## src/rtl/spi_slave_rx.sv

```systemverilog
// SPI mode-0 slave receiver: synchronizes the SPI pins into sysClk, assembles
// MSB-first bytes with frame position, shifts a status byte out on MISO.
module spi_slave_rx #(
    parameter int SYNC_STAGES = 2,
    parameter int MAX_BYTES   = 9
) (
    input  logic       sysClk,
    input  logic       reset_n,
    input  logic       spi_sclk,
    input  logic       spi_mosi,
    input  logic       spi_cs_n,
    output logic       spi_miso,
    input  logic [7:0] tx_status,
    output logic [7:0] spi_byte,
    output logic       spi_input_valid,
    output logic [3:0] spi_byte_num,
    output logic       frame_active,
    output logic       frame_done,
    output logic       frame_error
);

    localparam logic [3:0] MAX_B = 4'(MAX_BYTES);

    typedef enum logic {IDLE, ACTIVE} state_t;

    // Synchronizer chains; the last stage is the synchronized value.
    logic [SYNC_STAGES-1:0] sclk_sync_q, sclk_sync_d;
    logic [SYNC_STAGES-1:0] mosi_sync_q, mosi_sync_d;
    logic [SYNC_STAGES-1:0] cs_sync_q,   cs_sync_d;
    logic                   sclk_hist_q, cs_hist_q;

    state_t     state_q, state_d;
    logic [2:0] bit_cnt_q, bit_cnt_d;
    logic [2:0] tx_cnt_q, tx_cnt_d;
    logic [3:0] byte_cnt_q, byte_cnt_d;
    logic       overrun_q, overrun_d;
    logic [7:0] rx_sr_q, rx_sr_d;
    logic [7:0] tx_sr_q, tx_sr_d;
    logic       miso_q, miso_d;
    logic [7:0] byte_q, byte_d;
    logic       valid_q, valid_d;
    logic [3:0] num_q, num_d;
    logic       done_q, done_d;
    logic       err_q, err_d;

    logic sclk_s, mosi_s, cs_s;
    logic sclk_rise, sclk_fall, cs_fall, cs_rise;

    always_comb begin
        sclk_sync_d = {sclk_sync_q[SYNC_STAGES-2:0], spi_sclk};
        mosi_sync_d = {mosi_sync_q[SYNC_STAGES-2:0], spi_mosi};
        cs_sync_d   = {cs_sync_q[SYNC_STAGES-2:0],   spi_cs_n};
    end

    assign sclk_s    = sclk_sync_q[SYNC_STAGES-1];
    assign mosi_s    = mosi_sync_q[SYNC_STAGES-1];
    assign cs_s      = cs_sync_q[SYNC_STAGES-1];
    assign sclk_rise = sclk_s & ~sclk_hist_q;
    assign sclk_fall = ~sclk_s & sclk_hist_q;
    assign cs_fall   = ~cs_s & cs_hist_q;
    assign cs_rise   = cs_s & ~cs_hist_q;

    always_comb begin
        state_d    = state_q;
        bit_cnt_d  = bit_cnt_q;
        tx_cnt_d   = tx_cnt_q;
        byte_cnt_d = byte_cnt_q;
        overrun_d  = overrun_q;
        rx_sr_d    = rx_sr_q;
        tx_sr_d    = tx_sr_q;
        miso_d     = miso_q;
        byte_d     = byte_q;
        num_d      = num_q;
        valid_d    = 1'b0;
        done_d     = 1'b0;
        err_d      = 1'b0;

        case (state_q)
            IDLE: begin
                miso_d = 1'b0;
                if (cs_fall) begin
                    state_d    = ACTIVE;
                    bit_cnt_d  = 3'd0;
                    tx_cnt_d   = 3'd0;
                    byte_cnt_d = 4'd0;
                    overrun_d  = 1'b0;
                    tx_sr_d    = tx_status;
                    miso_d     = tx_status[7];
                end
            end
            ACTIVE: begin
                // CS deassert takes priority over a coincident SCLK edge, so a
                // byte completing in that same cycle is treated as partial.
                if (cs_rise) begin
                    state_d = IDLE;
                    miso_d  = 1'b0;
                    if (bit_cnt_q != 3'd0 || byte_cnt_q != MAX_B || overrun_q)
                        err_d = 1'b1;
                    else
                        done_d = 1'b1;
                end else begin
                    if (sclk_rise) begin
                        rx_sr_d   = {rx_sr_q[6:0], mosi_s};
                        bit_cnt_d = bit_cnt_q + 3'd1;
                        if (bit_cnt_q == 3'd7) begin
                            byte_d  = {rx_sr_q[6:0], mosi_s};
                            num_d   = byte_cnt_q;
                            valid_d = 1'b1;
                            if (byte_cnt_q >= MAX_B) overrun_d = 1'b1;
                            if (byte_cnt_q != 4'hF) byte_cnt_d = byte_cnt_q + 4'd1;
                        end
                    end
                    if (sclk_fall) begin
                        tx_cnt_d = tx_cnt_q + 3'd1;
                        if (tx_cnt_q == 3'd7) begin
                            tx_sr_d = tx_status;
                            miso_d  = tx_status[7];
                        end else begin
                            tx_sr_d = {tx_sr_q[6:0], 1'b0};
                            miso_d  = tx_sr_q[6];
                        end
                    end
                end
            end
            default: state_d = IDLE;
        endcase
    end

    // Sync chains reset low so a CS already asserted at reset release never
    // looks like a falling edge; that frame is skipped until CS cycles.
    always_ff @(posedge sysClk or negedge reset_n) begin
        if (!reset_n) begin
            sclk_sync_q <= '0;
            mosi_sync_q <= '0;
            cs_sync_q   <= '0;
            sclk_hist_q <= 1'b0;
            cs_hist_q   <= 1'b0;
            state_q     <= IDLE;
            bit_cnt_q   <= 3'd0;
            tx_cnt_q    <= 3'd0;
            byte_cnt_q  <= 4'd0;
            overrun_q   <= 1'b0;
            rx_sr_q     <= 8'h00;
            tx_sr_q     <= 8'h00;
            miso_q      <= 1'b0;
            byte_q      <= 8'h00;
            valid_q     <= 1'b0;
            num_q       <= 4'd0;
            done_q      <= 1'b0;
            err_q       <= 1'b0;
        end else begin
            sclk_sync_q <= sclk_sync_d;
            mosi_sync_q <= mosi_sync_d;
            cs_sync_q   <= cs_sync_d;
            sclk_hist_q <= sclk_s;
            cs_hist_q   <= cs_s;
            state_q     <= state_d;
            bit_cnt_q   <= bit_cnt_d;
            tx_cnt_q    <= tx_cnt_d;
            byte_cnt_q  <= byte_cnt_d;
            overrun_q   <= overrun_d;
            rx_sr_q     <= rx_sr_d;
            tx_sr_q     <= tx_sr_d;
            miso_q      <= miso_d;
            byte_q      <= byte_d;
            valid_q     <= valid_d;
            num_q       <= num_d;
            done_q      <= done_d;
            err_q       <= err_d;
        end
    end

    assign frame_active    = (state_q == ACTIVE) ? ~cs_rise : cs_fall;
    assign spi_miso        = miso_q;
    assign spi_byte        = byte_q;
    assign spi_input_valid = valid_q;
    assign spi_byte_num    = num_q;
    assign frame_done      = done_q;
    assign frame_error     = err_q;

endmodule

```

## config.mk

```make
export PLATFORM = sky130hd
export DESIGN_NAME = spi_slave_rx
export DESIGN_NICKNAME = d
export VERILOG_FILES = /design/src/rtl/spi_slave_rx.sv
export SDC_FILE = /design/constraint.sdc
export NUM_CORES = 1
export LEC_CHECK = 0
export ABC_AREA = 1
export BUFFER_PORTS_ARGS = -buffer_cell sky130_fd_sc_hd__buf_2
export CAP_MARGIN = 20
export CORE_ASPECT_RATIO = 0.75
export CORE_UTILIZATION = 51
export DETAILED_ROUTE_END_ITERATION = 6
export PLACE_DENSITY = 0.73
export REMOVE_ABC_BUFFERS = 1
export SLEW_MARGIN = 20
export SYNTH_ARGS = -nofsm -noshare
export SYNTH_HDL_FRONTEND = slang
export SYNTH_SLANG_ARGS = --single-unit
```

## constraint.sdc

```tcl
create_clock -name sysClk -period 1.51 [get_ports sysClk]
set_input_delay 0.453 -clock sysClk [delete_from_list [all_inputs] [get_ports sysClk]]
set_output_delay 0.453 -clock sysClk [all_outputs]
set_load 0.005 [all_outputs]
```

-- Yosys cells after proc, flatten, opt, wreduce, memory -nomap -nowiden
Cells that the tools add are included.
- flip-flop bits (word level): 50
- output and inout bits: 17
- word-level logic and storage cells: 96
- input bits: 13
- bitwise logic cells: 10
- $add $sub $neg: 3
- order comparisons: 1
- reduce and logical (&&, ||, !) cells: 9
- eq/ne operators: 12
- muxes and demuxes: 43
- operators with widths (kind ; number):
    7-bit 2-to-1 mux ; 4
    1-bit 2-to-1 mux ; 22
    4-bit 2-to-1 mux ; 5
    3-bit 2-to-1 mux ; 5
    7-bit case mux with 2 select lines ; 1
    3-bit case mux with 2 select lines ; 2
    2-bit by 1-bit inequality test with 1-bit output (second input constant) ; 5
    5-bit AND reduction ; 2
    3-bit AND reduction ; 3
    4-bit inequality test (second input constant) ; 2
    4-bit case mux with 2 select lines ; 1
    3-bit by 1-bit adder with 3-bit output (second input constant) ; 2
    3-bit equality test (second input constant) ; 2
    1-bit NOT ; 6
    1-bit case mux with 2 select lines ; 3
    4-bit by 1-bit adder with 4-bit output (second input constant) ; 1
    1-bit bitwise AND ; 4
    4-bit >= comparator (second input constant) ; 1
    2-bit inequality test (second input constant) ; 2
    4-bit AND reduction ; 1
    3-bit by 1-bit inequality test with 1-bit output (second input constant) ; 1
    3-bit nonzero test ; 1
    1-bit logical OR ; 2

-- Longest topological paths before layout
- word-level depth: 6
- depth in mapped cells: 9
- gate-level depth less buffers: 9

-- Least setup slack after synthesis
No wires, ideal clock.
- path type: register to register
- start: register tx_cnt_q[0]
- end: register tx_sr_q[3]
- stages on the path, launching flop included: 9
- data required time: 1384 ps
- slack: 30 ps
- arrival: 1353 ps
- setup time: 126 ps
- clock period less this slack: 1480 ps
- buffers on the path: 1
- path through: dfrtp_1 -> ha_1 -> ha_1 -> or2_4 -> buf_6 -> nand2_1 -> o21ai_1 -> nand2_1 -> o21ai_0
- cells in the longest elaborated chain, start to end: 5
- RTL lines (item ; RTL line ; text):
    start: declaration ; 34 ; logic [2:0] tx_cnt_q, tx_cnt_d;
    start signal: assignment ; 159 ; tx_cnt_q <= tx_cnt_d;
    3-bit equality test ; 115 ; if (tx_cnt_q == 3'd7) begin
    7-bit 2-to-1 mux ; 115 ;
    7-bit 2-to-1 mux ; 113 ; if (sclk_fall) begin
    7-bit 2-to-1 mux ; 94 ; if (cs_rise) begin
    7-bit case mux with 2 select lines ; 78 ; case (state_q)
    end signal: assignment ; 163 ; tx_sr_q <= tx_sr_d;
    end: declaration ; 38 ; logic [7:0] tx_sr_q, tx_sr_d;
No other way between the ends. The select of a mux whose other input is x is not followed.
A chain may end at the register's enable or synchronous reset.

-- Worst setup path after layout
- start: register cs_hist_q
- end: output port frame_active
- cells in the longest elaborated chain, start to end: 4
- elaborated cells between the ends (all ways): 5
- classes of those cells: mux (1); bitwise (4)
- RTL lines (item ; RTL line ; text):
    start: declaration ; 30 ; logic sclk_hist_q, cs_hist_q;
    start signal: assignment ; 156 ; cs_hist_q <= cs_s;
    1-bit NOT ; 61 ; assign cs_rise = cs_s & ~cs_hist_q;
    1-bit bitwise AND ; 61 ;
    1-bit NOT (no line) ; - ;
    1-bit 2-to-1 mux * ; 173 ; assign frame_active = (state_q == ACTIVE) ? ~cs_rise : cs_fall;
    end: declaration ; 17 ; output logic frame_active,
Mark *: on every way between the ends. The rest lies on a longest branch, timed or not.

==> impl_summary.log <==
INFO  metric status = complete, but fails checks
INFO  metric violations = negative setup slack
INFO  metric clock_slew_at_reported_path_ffs = 0.08 ns
INFO  metric postRouteAntennaNets = 0
INFO  metric drt-vias-per-instance = between 5 and 6
INFO  metric fraction_of_registers_with_async_set_reset = 1.000
INFO  metric ctsRootBufferMaster = sky130_fd_sc_hd__clkbuf_8
INFO  metric finalCriticalPeriod = between 1.5 and 2 ns
INFO  metric synth_area = 2205 sq um
INFO  metric path_class = reg -> out
INFO  metric setup.worst_path.start_class = register
INFO  metric fmaxAchievable = 646.5 MHz
INFO  metric fill_cells = 351
INFO  metric seqCellArea = 1252 sq um
INFO  metric hold_class = in -> async
INFO  metric antennaDiodeCount = 0
INFO  metric synth_enable_flop_cells = 0
INFO  metric start_util = 0.5372
INFO  metric yosys.cell_types.count = 22
INFO  metric design.die.area = 4593 sq um
INFO  metric drt-initial-drc-count = 92
INFO  metric timing.final.ws_setup = -0.03687 ns
INFO  metric die_height = 58.94 um
INFO  metric clock_tree.buffer_depth = 2
INFO  metric finalSetupViolations = 1
INFO  metric synthDominantAreaCellType = sky130_fd_sc_hd__dfrtp_1
INFO  metric worst_hold_slack = 0.08239 ns
INFO  metric num_vias = 1765
INFO  metric maxCapViolCount = 0
INFO  metric tritoncts = built
INFO  metric place.detailed.hpwl = between 3000 and 4000 um
INFO  metric row_count = 20
INFO  metric placed_area = 2492 sq um
INFO  metric synth_top_area_frac = 0.5675
INFO  metric drive_above_1_share = 0.2525
INFO  metric post-route-period-util = 1.024
INFO  metric synth_warnings = 0
INFO  metric postSynthAreaPerCell = 8.748 sq um
INFO  metric chipWidth = around 78 um
INFO  metric arrival = 1.09 ns
INFO  metric power.static_leakage = 1.454 nW
INFO  metric power_density = 1123 nW/um^2
INFO  metric post_synth_most_frequent_cells = 92 x sky130_fd_sc_hd__nand2_1, 50 x sky130_fd_sc_hd__dfrtp_1, 26 x sky130_fd_sc_hd__o21ai_0
INFO  metric drt-wirelength-per-cell = 12.74 um
INFO  metric grt.overflow.total = 0
INFO  metric worst_skew = 0.007802 ns
INFO  metric num-nets-final = 318
INFO  metric depth_of_the_worst_register_to_register_path = 7
INFO  metric seq_total_area_yosys = 0.5675
INFO  metric portBuffers = 29
INFO  metric largest_fanout_on_the_critical_path = 3
INFO  metric final_hold_viol_count = 0
INFO  metric grt_setup_unrepaired = true
INFO  metric max_slew_margin = 0.6506
INFO  metric global_route_wire_length_before_repair = approximately 7200 um
INFO  metric synthesis_to_finish_area_growth = 20.20%
INFO  metric worstPathRequired = 1.06 ns
INFO  metric grt_pass1_vias = ~1600
INFO  metric clkSinkCount = 50
INFO  metric worstMarginPinSlew = approximately 0.52 ns
INFO  metric cts_hold_repair.buffers = 0
INFO  metric postSynthRegisterBits = 50
INFO  metric final.setup.tns = -0.03687 ns
INFO  metric cts_buffers = 5
INFO  metric final_weighted_congestion_of_routability_driven_global_placement = 0.7807
INFO  metric fin_cells = 352
INFO  metric insertion_delay = 0.30 ns
INFO  metric drt_wl_total = 4486 um
INFO  metric io-pin-count = 30
INFO  metric ctsHtreeMaxLevel = 2
INFO  metric finalInstanceArea = 2650 sq um
INFO  metric maximum_number_of_pins_on_one_net_before_global_route_repair = 20
INFO  metric remaining_drc_errors = 0
INFO  metric dp_cells = around 340
INFO  metric ir_worst_vdd = 0.5119 mV
INFO  metric detail_route.first_pass.iterations = 4
INFO  metric grt_use_total = 0.2074
INFO  metric core = 4104 sq um
INFO  metric yosysMostFrequentCell = sky130_fd_sc_hd__nand2_1
INFO  metric worst_setup_path_end_kind = primary output
INFO  metric area_used_by_multi_input_combinational_logic = between 800 and 900 sq um
INFO  metric synth-main-ff-cell = sky130_fd_sc_hd__dfrtp_1
INFO  metric total_power = 2.977 mW
INFO  metric synth_area_leaders = sky130_fd_sc_hd__dfrtp_1 57%, sky130_fd_sc_hd__nand2_1 16%, sky130_fd_sc_hd__o21ai_0 5.9%
INFO  metric synthesis.instances = ~250
INFO  metric grt_antenna_before_repair = 0
INFO  metric report.final.slew_viol_count = 0
==> sequential cells by signal (all words and copies together), names as in the netlist, 2 cells and up <==
signal,count
mosi_sync_q,2
spi_byte_num,4
cs_sync_q,2
tx_cnt_q,3
spi_byte,8
bit_cnt_q,3
tx_sr_q,7
byte_cnt_q,4
sclk_sync_q,2
rx_sr_q,7
==> per-stage QoR <==
| step | setup slack (ns) | utilization |
|---|---|---|
| finish | -0.03687 | 0.6457 |
| global route | -0.1051 | 0.6457 |
| CTS | -0.02203 | 0.6332 |
| detailed placement | -0.004505 | 0.6073 |
| global placement | 0.03002 | 0.6073 |
| floorplan | -0.007030 | - |
==> report_power, final <==
part / leakage, nW / switching (mW) / internal (mW) / total [mW]
Sequential: 0.656 / 0.132 / 1.52 / 1.65
Combinational: 0.760 / 0.352 / 0.251 / 0.603
Clock: 0.0383 / 0.401 / 0.320 / 0.721
Total: 1.45 / 0.886 / 2.09 / 2.98
==> repair_timing <==
action | CTS | global route
setup buffers | 3 | 2
pin swaps | 2 | 2
resized for setup | 4 | 14
setup endpoints to repair | 6 | 19
cloned | 0 | 1
==> critical path, stage by stage (launching register included) <==
cell and delay (ns):
sky130_fd_sc_hd__dfrtp_1 0.41, sky130_fd_sc_hd__inv_2 0.08, sky130_fd_sc_hd__nand2_2 0.05, sky130_fd_sc_hd__nand2_2 0.07, sky130_fd_sc_hd__nand2_2 0.06, sky130_fd_sc_hd__buf_2 0.12
==> kinds of logic (layout without fill, tap and decap cells) <==
group                      count (synthesis)  in the layout  share of synthesized area
and+or+nand+nor                          123            124                     0.2287
DFF                                       50             50                     0.5675
AOI/OAI and AO/OA                         37             37                    0.08910
buffers and inverters                     33             77                    0.06527
adders and majority gates                  8              8                    0.04540
xor gates and xnor gates                   1              1                   0.003973
==> area by class of cell <==
cell class                      count  share of cell area
Timing Repair Buffer               46              0.1171
Sequential cell                    50              0.4726
Inverter                           24             0.03399
Clock buffer                        7             0.02880
Tap cell                           55             0.02597
Multi-Input combinational cell    170              0.3215
==> per-layer routing <==
layer	part of all wire	vias up	GRT usage
li1	-	880	-
met1	0.46	840	0.2809
met2	0.48	38	0.3287
met3	0.045	7	0.05271
met4	0.012	0	0.07672
met5	0	-	0
==> cells in the final DEF, fill, tap and decap left out, types with 5 or more instances in the layout <==
cell type	Yosys	layout
sky130_fd_sc_hd__nand2_2	1	7
sky130_fd_sc_hd__o21ai_0	26	24
sky130_fd_sc_hd__clkbuf_8	0	5
sky130_fd_sc_hd__dfrtp_1	50	49
sky130_fd_sc_hd__a21oi_1	5	5
sky130_fd_sc_hd__nand3_1	14	14
sky130_fd_sc_hd__ha_1	8	6
sky130_fd_sc_hd__nor2_1	9	9
sky130_fd_sc_hd__inv_2	2	6
sky130_fd_sc_hd__inv_1	22	18
sky130_fd_sc_hd__nand2_1	92	86
sky130_fd_sc_hd__buf_4	2	14
sky130_fd_sc_hd__buf_2	4	29
==> final timing paths <==
path	start	endpoint	slack, ns
max	cs_hist_q	frame_active	-0.04
min	reset_n	spi_byte[3]	0.08
max reg2reg	tx_cnt_q[0]	tx_sr_q[3]	0.09
min reg2reg	cs_sync_q[0]	cs_sync_q[1]	0.35
max in group asynchronous	reset_n	byte_cnt_q[2]	0.99
min in group sysClk	spi_cs_n	cs_sync_q[0]	0.26
Power figures use the tool's default switching activity.
